--- src/rtl/serial_add_block.sv ---
// Digit-serial multi-lane adder/subtractor: one digit per lane per cycle, LSD first,
// with per-lane carry chaining across digits and two's-complement overflow on the last digit.
module serial_add_block #(
  parameter int unsigned     DIGIT_W    = 4,
  parameter int unsigned     LANES      = 2,
  parameter int unsigned     NUM_DIGITS = 4,
  parameter logic [LANES-1:0] NEG_MASK  = '0
) (
  input  logic                       clock,
  input  logic                       reset_n,
  input  logic                       io_start,
  input  logic                       io_valid,
  input  logic [LANES*DIGIT_W-1:0]   io_a,
  input  logic [LANES*DIGIT_W-1:0]   io_b,
  output logic [LANES*DIGIT_W-1:0]   io_out,
  output logic                       io_out_valid,
  output logic                       io_out_last,
  output logic [LANES-1:0]           io_overflow
);

  localparam int unsigned BUS_W = LANES * DIGIT_W;
  localparam int unsigned SUM_W = DIGIT_W + 1;
  localparam int unsigned CNT_W = (NUM_DIGITS > 1) ? $clog2(NUM_DIGITS) : 1;
  localparam logic [CNT_W-1:0] LAST_IDX = CNT_W'(NUM_DIGITS - 1);

  typedef enum logic {IDLE, RUN} state_t;

  state_t             state_q;
  logic [CNT_W-1:0]   cnt_q;
  logic [LANES-1:0]   carry_q;
  logic [BUS_W-1:0]   out_q;
  logic               valid_q;
  logic               last_q;
  logic [LANES-1:0]   ovf_q;

  logic               take_start;
  logic               take;
  logic [CNT_W-1:0]   idx;
  logic               is_last;
  logic [BUS_W-1:0]   sum_d;
  logic [LANES-1:0]   carry_d;
  logic [LANES-1:0]   ovf_d;

  // Digit acceptance and per-lane digit add; a start digit reloads the carry from NEG_MASK.
  always_comb begin
    take_start = io_valid & io_start;
    take       = take_start | (io_valid & ~io_start & (state_q == RUN));
    idx        = take_start ? '0 : cnt_q;
    is_last    = (idx == LAST_IDX);
    sum_d      = '0;
    carry_d    = carry_q;
    ovf_d      = '0;
    for (int k = 0; k < int'(LANES); k++) begin
      logic [DIGIT_W-1:0] a_l;
      logic [DIGIT_W-1:0] b_l;
      logic               cin;
      logic [SUM_W-1:0]   full;
      logic               c_msb_in;
      a_l  = io_a[k*DIGIT_W +: DIGIT_W];
      b_l  = NEG_MASK[k] ? ~io_b[k*DIGIT_W +: DIGIT_W] : io_b[k*DIGIT_W +: DIGIT_W];
      cin  = take_start ? NEG_MASK[k] : carry_q[k];
      full = SUM_W'(a_l) + SUM_W'(b_l) + SUM_W'(cin);
      // Carry into the MSB is recovered from the MSB sum bit: s = a ^ b ^ c_in.
      c_msb_in = a_l[DIGIT_W-1] ^ b_l[DIGIT_W-1] ^ full[DIGIT_W-1];
      sum_d[k*DIGIT_W +: DIGIT_W] = full[DIGIT_W-1:0];
      carry_d[k] = full[DIGIT_W];
      ovf_d[k]   = c_msb_in ^ full[DIGIT_W];
    end
  end

  // State, counter, carries and registered outputs; io_out holds when no digit is taken.
  always_ff @(posedge clock or negedge reset_n) begin
    if (!reset_n) begin
      state_q <= IDLE;
      cnt_q   <= '0;
      carry_q <= '0;
      out_q   <= '0;
      valid_q <= 1'b0;
      last_q  <= 1'b0;
      ovf_q   <= '0;
    end else if (take) begin
      out_q   <= sum_d;
      valid_q <= 1'b1;
      last_q  <= is_last;
      ovf_q   <= is_last ? ovf_d : '0;
      carry_q <= carry_d;
      if (is_last) begin
        state_q <= IDLE;
        cnt_q   <= '0;
      end else begin
        state_q <= RUN;
        cnt_q   <= idx + CNT_W'(1);
      end
    end else begin
      valid_q <= 1'b0;
      last_q  <= 1'b0;
      ovf_q   <= '0;
    end
  end

  assign io_out       = out_q;
  assign io_out_valid = valid_q;
  assign io_out_last  = last_q;
  assign io_overflow  = ovf_q;

endmodule

--- config.mk ---
export PLATFORM = sky130hd
export DESIGN_NAME = serial_add_block
export DESIGN_NICKNAME = d
export VERILOG_FILES = /design/src/rtl/serial_add_block.sv
export SDC_FILE = /design/constraint.sdc
export NUM_CORES = 1
export LEC_CHECK = 0
export ABC_AREA = 1
export CAP_MARGIN = 20
export CELL_PAD_IN_SITES_DETAIL_PLACEMENT = 0
export CELL_PAD_IN_SITES_GLOBAL_PLACEMENT = 1
export CORE_UTILIZATION = 35
export CTS_BUF_LIST = sky130_fd_sc_hd__clkbuf_8
export DETAILED_ROUTE_END_ITERATION = 10
export PLACE_DENSITY_LB_ADDON = 0.1
export SYNTH_ARGS = -nofsm -noshare
export SYNTH_HDL_FRONTEND = slang
export SYNTH_SLANG_ARGS = --single-unit
--- constraint.sdc ---
create_clock -name clock -period 1.8 [get_ports clock]
set_input_delay 0.36 -clock clock [delete_from_list [all_inputs] [get_ports clock]]
set_output_delay 0.36 -clock clock [all_outputs]
set_load 0.03 [all_outputs]
# Word-level counts from Yosys, hierarchy flattened
# Cells that the tools add are included.
[op_classes]
n_div = 0
shift = 0
mux = 9
n_reduce_logical = 0
multipliers = 0
addsub = 5
n_bitwise = 11
magnitude_cmp = 0
n_eq_ne = 1
[op_table]
columns = ["operator", "n"]
rows = [
  ["$add 4x4->5", 2],
  ["$add 5x1->5", 2],
  ["$mux 2", 4],
  ["$xor 1x1->1", 6],
  ["$mux 1", 5],
  ["$and 1x1->1", 3],
  ["$add 2x1->2 const B", 1],
  ["$eq 2x2->1 const B", 1],
  ["$not 1->1", 1],
  ["$or 1x1->1", 1],
]
[totals]
ff_bits = 17
n_memories = 0
input_bits = 20
output_inout_bits = 12
wordCells = 33
mem_bits_ro = 0
latchBits = 0
mem_bits_rw = 0

# Logic depth before layout (Yosys ltp)
# Gate-level depths: netlist (run 1).
[logic_depth]
word_depth = 7
mapped_depth = 10
depth_no_buf = 10

# Least setup slack after synthesis (run 1)
# No wires, ideal clock.
[synth_path]
path_kind = "input -> register"
startpoint = "input io_start"
endpoint = "register ovf_q[1], in the netlist io_overflow[1]"
setup_time_ps = 115
stages = 9
path_buffers = 0
arrival_time_ps = 1661
required_time_ps = 1685
slack_ps = 24
cell_sequence = "nand2_1 > nand2_1 > fa_1 > fa_1 > nand3b_1 > nand2_1 > nand2_1 > nand2_1 > nor2_1"
[synth_via]
elab_chain_len = 7
elab_cells_between_ends = 13
classes_between = "add/sub: 1; eq/ne: 1; mux: 4; bitwise: 7"
[synth_lines]
columns = ["item", "line_no", "text"]
rows = [
  ["start: declaration", "11", "input logic io_start,"],
  ["$and 1x1->1", "46", "take_start = io_valid & io_start;"],
  ["$mux 1", "61", "cin = take_start ? NEG_MASK[k] : carry_q[k];"],
  ["$add 5x1->5", "62", "full = SUM_W'(a_l) + SUM_W'(b_l) + SUM_W'(cin);"],
  ["$xor 1x1->1", "64", "c_msb_in = a_l[DIGIT_W-1] ^ b_l[DIGIT_W-1] ^ full[DIGIT_W-1];"],
  ["$xor 1x1->1", "67", "ovf_d[k] = c_msb_in ^ full[DIGIT_W];"],
  ["$mux 2", "85", "ovf_q <= is_last ? ovf_d : '0;"],
  ["$mux 2 *", "81", "end else if (take) begin"],
  ["end signal: assignment", "85", ""],
  ["end: declaration", "34", "logic [LANES-1:0] ovf_q;"],
]
# Every way passes the cells marked *; elsewhere a longest branch is shown, timed or not.
# A chain may end at the register's enable or synchronous reset.

# Worst setup path in the final report (run 1)
[layout_path]
startpoint = "register carry_q[0]"
endpoint = "register ovf_q[0], in the netlist io_overflow[0]"
[layout_via]
elab_chain_len = 6
[layout_lines]
columns = ["item", "line_no", "text"]
rows = [
  ["start: declaration", "30", "logic [LANES-1:0] carry_q;"],
  ["start signal: assignment", "86", "carry_q <= carry_d;"],
  ["$mux 1 *", "61", ""],
  ["$add 5x1->5 *", "62", ""],
  ["$xor 1x1->1", "64", ""],
  ["$xor 1x1->1 *", "67", ""],
  ["$mux 2 *", "85", ""],
  ["$mux 2 *", "81", ""],
]
# Marks and branches as above.

==> results.py, run 1 <==
metrics = {
    "clock_network": {
        "htreeDepth": 1,
        "path_clk_slew_ns": 0.06,
        "cts_inserted_buffers": 3,
        "cts_sinks": 17,
        "ctsHoldBuffers": 0,
        "cts_tree": "yes",
        "clk_latency_ns": 0.25,
        "root_buffer": "clkbuf_8",
        "clk_path_buf_depth": 2,
    },
    "synth": {
        "yosysWarnings": 0,
        "synth_seq_cells": 17,
        "ys_seq_area_frac": 0.395,
        "syn-cell-area_um2": 1080,
        "synth_area_leader_cell": "dfrtp_1",
        "avgSynthCellArea_um2": 7.91,
        "synth_top_area_frac": 0.395,
        "syn-num-nets": 167,
        "ys_top_cells_by_area": "dfrtp_1 (40%), nand2_1 (16%), ha_1 (8.1%)",
        "ys_types": 17,
        "synthCells": 136,
    },
    "routing": {
        "dr_total_vias": 923,
        "wl_per_cell_um": 9.51,
        "drt_wl_total_mm": 1.99,
        "vias_per_cell": 4.42,
        "drc": 0,
        "firstDrtPassIters": 4,
        "drtAntennaViolNets": 0,
        "drt-initial-drc-count": 24,
    },
    "setup_path": {
        "path_common_cell": "nand2_1",
        "crit_arrival_ns": 1.83,
        "worst_setup_path_end_kind": "register",
        "crit_chain": "nand2_2 > fa_2 > fa_2 > nand3b_1 > nand2_1 > nand2_1 > nand2_1 > nor2_1",
        "reg2reg_depth": 8,
        "startpoint_type": "register",
        "critPathMaxFanout": 3,
        "critPathKind": "register to register",
        "path_buf_inv": 0,
        "slowest_delay_ns": 0.41,
        "crit_cells": 8,
        "crit_family": "adder cells",
        "crit_required_ns": 1.95,
        "worst_path_max_delay_cell": "fa_2",
    },
    "timing": {
        "fin_worst_skew_ns": 0.00447,
        "final_hold_viol_count": 0,
        "setup_viol": 0,
        "max_freq_ghz": 0.595,
        "drv_slew": 0,
        "slew_headroom": 0.786,
        "rsz0062_at_grt": "false",
        "worst_pin_slew_ns": 0.319,
        "fin_crit_ns": 1.68,
        "period_share": 0.934,
    },
    "placement": {
        "post_dp_cell_area_um2": 1460,
        "io_buffer_count": 31,
        "dp_hpwl_mm": 1.62,
        "place_congestion": 0.745,
        "dp_cells": 203,
    },
    "power_and_ir_drop": {
        "leakagePower_nw": 0.808,
        "total_power_w": 0.00141,
        "p_per_area_nw_per_um2": 927,
        "ir_worst_vdd_mv": 0.353,
    },
    "grt": {
        "use_met1": 0.177,
        "grt_max_degree": 18,
        "grt.total_usage": 0.138,
        "grt_antenna_before_repair": 0,
        "gr-max-usage-layer": "met2",
        "grt-ovfl-total": 0,
        "met2_usage": 0.221,
        "grt_pass1_vias": 847,
        "use_met3": 0.00907,
        "grt_pass1_wl_mm": 3.44,
    },
    "final_layout": {
        "antenna_cells": 0,
        "nets": 210,
        "finalNonFillerCells": 209,
        "area_growth_pct": 41.2,
        "fin_area_um2": 1520,
        "n_fill_cell": 275,
        "final_util": 0.537,
        "layout-drive-gt1-share": 0.163,
    },
    "outcome": {
        "outcome": "completed",
    },
    "floorplanning": {
        "dieWidth_um": 57.4,
        "die_h_um": 57.4,
        "core_area_um2": 2830,
        "start_util": 0.380,
        "row_count": 19,
        "pin_count": 32,
        "dieArea_um2": 3300,
    },
    "run": {
        "cap_violations": 0,
    },
    "worst_hold_path": {
        "min_path_type": "input pin to async pin",
    },
}
-- kinds of logic (layout without fill, tap and decap cells) --
| kind of cell | after synthesis | count (layout) | share of synthesized area |
|---|---|---|---|
| and+or+nand+nor | 66 | 66 | 0.253 |
| buffers and inverters | 27 | 69 | 0.108 |
| DFF | 17 | 17 | 0.395 |
| AOI/OAI and AO/OA | 13 | 13 | 0.0709 |
| adders and majority gates | 11 | 11 | 0.156 |
| xor gates and xnor gates | 2 | 2 | 0.0163 |
-- state kept, by name, indices dropped and copies added (netlist names) --
name	cells
io_out	8
carry_q	2
cnt_q	2
io_overflow	2
io_out_last	1
io_out_valid	1
state_q	1
-- worst reg2reg max path, stage by stage, from the launching register on --
cell	delay [ns]
dfrtp_1	0.36
nand2_2	0.08
fa_2	0.41
fa_2	0.37
nand3b_1	0.16
nand2_1	0.06
nand2_1	0.04
nand2_1	0.06
nor2_1	0.03
-- cells in the final DEF, fill, tap and decap left out --
master,n
nand2_1,43
clkdlybuf4s50_1,25
inv_1,21
dfrtp_1,17
nor2_1,10
buf_4,9
o21ai_0,8
ha_1,7
nand3_1,6
inv_2,4
fa_2,4
dlygate4sd2_1,4
nand2_2,3
clkbuf_8,3
nand3b_1,2
a21oi_1,2
xor2_1,2
o21ai_1,2
clkbuf_2,2
o21ai_4,1
nand2_4,1
nor2_2,1
clkinv_2,1
-- synth_stat cells --
cell type / count
nand2_1: 46
inv_1: 23
dfrtp_1: 17
nor2_1: 10
o21ai_0: 8
ha_1: 7
nand3_1: 6
fa_1: 4
a21oi_1: 2
buf_6: 2
inv_2: 2
nand3b_1: 2
o21ai_1: 2
xor2_1: 2
nand2_4: 1
nor2_2: 1
o21ai_4: 1
-- through the flow --
| stage | worst slack [ns] | setup TNS (ns) | hold slack, ns |
|---|---|---|---|
| after floorplan | 0.0243 | 0 | 0.0644 |
| after detailed placement | -0.624 | -4.62 | 0.473 |
| after global placement | -0.601 | -4.28 | 0.468 |
| after global routing | 0.0469 | 0 | 0.449 |
| after CTS | 0.00323 | 0 | 0.442 |
| final | 0.119 | 0 | 0.434 |
-- timing repair --
action                     4_1_cts  5_1_grt
setup endpoints to repair        8        4
gates cloned                     0        0
pin swaps                        9        6
resized for setup               16        3
setup buffers                    1        1
-- final timing paths --
| path | start | to | slack [ns] |
|---|---|---|---|
| max in group asynchronous | reset_n | io_out[2] | 1.18 |
| min in group clock | io_valid | carry_q[1] | 0.47 |
| hold reg to reg | io_out[4] | io_out[4] | 0.49 |
| setup reg to reg | carry_q[0] | io_overflow[0] | 0.12 |
| hold / removal | reset_n | io_overflow[0] | 0.43 |
| setup / recovery | carry_q[0] | io_overflow[0] | 0.12 |
-- power breakdown --
group          internal (W)  switching (W)  total (W)
clock network      0.000153       0.000122   0.000275
registers          0.000478      0.0000511   0.000529
logic              0.000266       0.000338   0.000604
total              0.000896       0.000512    0.00141
-- cell type report --
| class | count | area (um2) | area share |
|---|---|---|---|
| Tap cell | 31 | 38.8 | 0.0255 |
| Clock inverter | 1 | 5.00 | 0.00329 |
| Clock buffer | 3 | 41.3 | 0.0272 |
| Inverter | 25 | 93.8 | 0.0618 |
| Multi-Input combinational cell | 92 | 552 | 0.363 |
| Sequential cell | 17 | 425 | 0.280 |
| Timing Repair Buffer | 40 | 363 | 0.239 |
-- layer usage --
| metal | vias to the layer above | share of wire |
|---|---|---|
| met5 | - | 0 |
| met4 | 0 | 0.025 |
| met3 | 4 | 0.031 |
| met2 | 19 | 0.47 |
| met1 | 405 | 0.48 |
| li1 | 495 | - |
No activity file was read; power rests on OpenSTA's default activity.
==> run 2, diff against run 1 <==
--- a/config.mk
+++ b/config.mk
@@ -13,6 +13,7 @@
 export CTS_BUF_LIST = sky130_fd_sc_hd__clkbuf_8
 export DETAILED_ROUTE_END_ITERATION = 10
 export PLACE_DENSITY_LB_ADDON = 0.1
+export SLEW_MARGIN = 20
 export SYNTH_ARGS = -nofsm -noshare
 export SYNTH_HDL_FRONTEND = slang
 export SYNTH_SLANG_ARGS = --single-unit
==> results of run 2 <==
The final DEF is identical to that of run 1; final timing and power are the same.
==> run 3, diff against run 2 <==
--- a/config.mk
+++ b/config.mk
@@ -12,7 +12,8 @@
 export CORE_UTILIZATION = 35
 export CTS_BUF_LIST = sky130_fd_sc_hd__clkbuf_8
 export DETAILED_ROUTE_END_ITERATION = 10
-export PLACE_DENSITY_LB_ADDON = 0.1
+export PLACE_DENSITY = 0.91
+export REMOVE_ABC_BUFFERS = 1
 export SLEW_MARGIN = 20
 export SYNTH_ARGS = -nofsm -noshare
 export SYNTH_HDL_FRONTEND = slang
==> run 3 against run 2 <==
- the run now ends with DRC left
- global-route usage rose by 1.0 points
- routed wire length up 6.8%
- combinational power rose by 0.7%
- register-to-register slack better by 0.06 ns
- die area unchanged
- clock power is 4% higher
- critical path depth is 2 higher
- sequential cell count unchanged
- power increased by 0.96%
- worst setup slack worse by 0.041 ns
- sequential power about the same
- utilization rose by 0.13 points
- largest cell class unchanged
==> results.py, run 3 (synthesized netlist as in run 1, its figures left out) <==
metrics = {
    "grt": {
        "grt-ovfl-total": 0,
        "grt.total_usage": 0.148,
        "grt_pass1_wl_mm": 3.73,
        "grt_pass1_vias": 909,
        "grt_antenna_before_repair": 0,
        "grt_max_degree": 18,
    },
    "timing": {
        "fin_worst_skew_ns": 0.00703,
        "worst_hold_slack_ns": 0.434,
        "drv_slew": 0,
        "max_freq_ghz": 0.581,
        "slew_headroom": 0.792,
        "worst_pin_slew_ns": 0.312,
        "setup_viol": 0,
        "period_share": 0.957,
        "fin_crit_ns": 1.72,
        "final_hold_viol_count": 0,
    },
    "routing": {
        "firstDrtPassIters": 8,
        "drt_wl_total_mm": 2.12,
        "dr_total_vias": 945,
        "drc": 2,
        "drt-initial-drc-count": 32,
        "drtAntennaViolNets": 0,
        "wl_per_cell_um": 10.2,
        "vias_per_cell": 4.54,
    },
    "clock_network": {
        "cts_inserted_buffers": 3,
        "clk_path_buf_depth": 2,
        "ctsHoldBuffers": 0,
        "cts_tree": "yes",
        "clk_latency_ns": 0.25,
        "htreeDepth": 1,
        "path_clk_slew_ns": 0.07,
        "root_buffer": "clkbuf_8",
        "cts_sinks": 17,
    },
    "final_layout": {
        "layout_common_cells": "nand2_1 (43), clkdlybuf4s50_1 (25), inv_1 (22), dfrtp_1 (17), nor2_1 (9)",
        "area_growth_pct": 41.5,
        "n_fill_cell": 273,
        "antenna_cells": 0,
        "nets": 209,
        "final_common_cell": "nand2_1",
        "layout-drive-gt1-share": 0.147,
        "finalNonFillerCells": 208,
        "largest_reg_flops": 8,
    },
    "floorplanning": {
        "row_count": 19,
        "pin_count": 32,
        "dieArea_um2": 3300,
        "core_area_um2": 2830,
        "dieWidth_um": 57.4,
        "die_h_um": 57.4,
        "start_util": 0.380,
    },
    "outcome": {
        "violations": "DRC",
        "outcome": "finished with violations",
    },
    "setup_path": {
        "critPathMaxFanout": 4,
        "crit_arrival_ns": 1.88,
        "critPathKind": "input pin to register",
        "worst_setup_path_end_kind": "register",
        "startpoint_type": "input pin",
        "crit_required_ns": 1.95,
    },
    "power_and_ir_drop": {
        "leakagePower_nw": 0.805,
        "ir_worst_vdd_mv": 0.467,
        "total_power_w": 0.00142,
        "p_per_area_nw_per_um2": 934,
    },
    "placement": {
        "dp_cells": 202,
        "dp_hpwl_mm": 1.70,
        "place_congestion": 0.743,
        "io_buffer_count": 31,
    },
    "worst_hold_path": {
        "min_path_type": "input pin to async pin",
    },
    "run": {
        "cap_violations": 0,
    },
}
[run 3: changes by cell type in the layout (fill, tap and decap cells not counted), sizes merged]
cell / change
clkbuf: -2
dlygate4sd2: +1
clkdlybuf4s15: +1
buf: -1
[run 3: final cells by class]
class,instances,area [um2],area share
Multi-Input combinational cell,92,554,0.364
Sequential cell,17,425,0.279
Timing Repair Buffer,39,364,0.239
Inverter,25,93.8,0.0616
Clock buffer,3,41.3,0.0271
Tap cell,31,38.8,0.0255
Clock inverter,1,5.00,0.00329
[run 3: worst max-delay path, stage by stage]
cell and delay (ns):
dlygate4sd2_1 0.25, nand2_2 0.11, nand2_2 0.06, fa_2 0.35
fa_2 0.37, nand3b_1 0.17, nand2_1 0.06, nand2_1 0.04
nand2_1 0.06, nor2_1 0.04
[run 3: metrics by stage]
stage | area (um2) | util | TNS (ns) | setup WS [ns]
detailed placement | 1450 | 0.512 | -4.24 | -0.576
floorplan | 1050 | - | 0 | 0.0243
global placement | 1450 | 0.512 | -3.97 | -0.541
CTS | 1510 | 0.535 | 0 | 0.0111
global route | 1520 | 0.538 | -0.00344 | -0.00344
finish | 1520 | 0.538 | 0 | 0.0779
[run 3: routing by layer]
metal | global-route usage | part of all wire | vias to the layer above
li1 | - | - | 492
met1 | 0.198 | 0.45 | 416
met2 | 0.239 | 0.49 | 33
met3 | 0.0408 | 0.058 | 4
met4 | 0.0314 | 0.0071 | 0
met5 | 0 | 0 | -
[run 3: repair_timing]
action	in CTS	in global routing
pin swaps	8	5
setup buffers	1	1
gates resized for setup	15	1
endpoints found under the setup margin	8	4
[run 3: path summary, 6_finish.rpt]
| path | from | end | slack [ns] | cells past startpoint |
|---|---|---|---|---|
| worst min-delay path | reset_n | io_out[0] | 0.43 | 2 |
| worst max-delay path | io_start | io_overflow[1] | 0.08 | 10 |
| worst min register to register | io_out[0] | io_out[0] | 0.48 | 2 |
| min in group clock | io_out[0] | io_out[0] | 0.48 | 2 |
| max in group asynchronous | reset_n | io_out[6] | 1.17 | 2 |
| worst max register to register | carry_q[0] | io_overflow[0] | 0.18 | 8 |
[run 3: power breakdown]
part / internal, W / switching [W] / total (W)
Sequential: 0.000477 / 0.0000509 / 0.000528
Combinational: 0.000268 / 0.000339 / 0.000608
Clock: 0.000154 / 0.000132 / 0.000286
Total: 0.000899 / 0.000522 / 0.00142
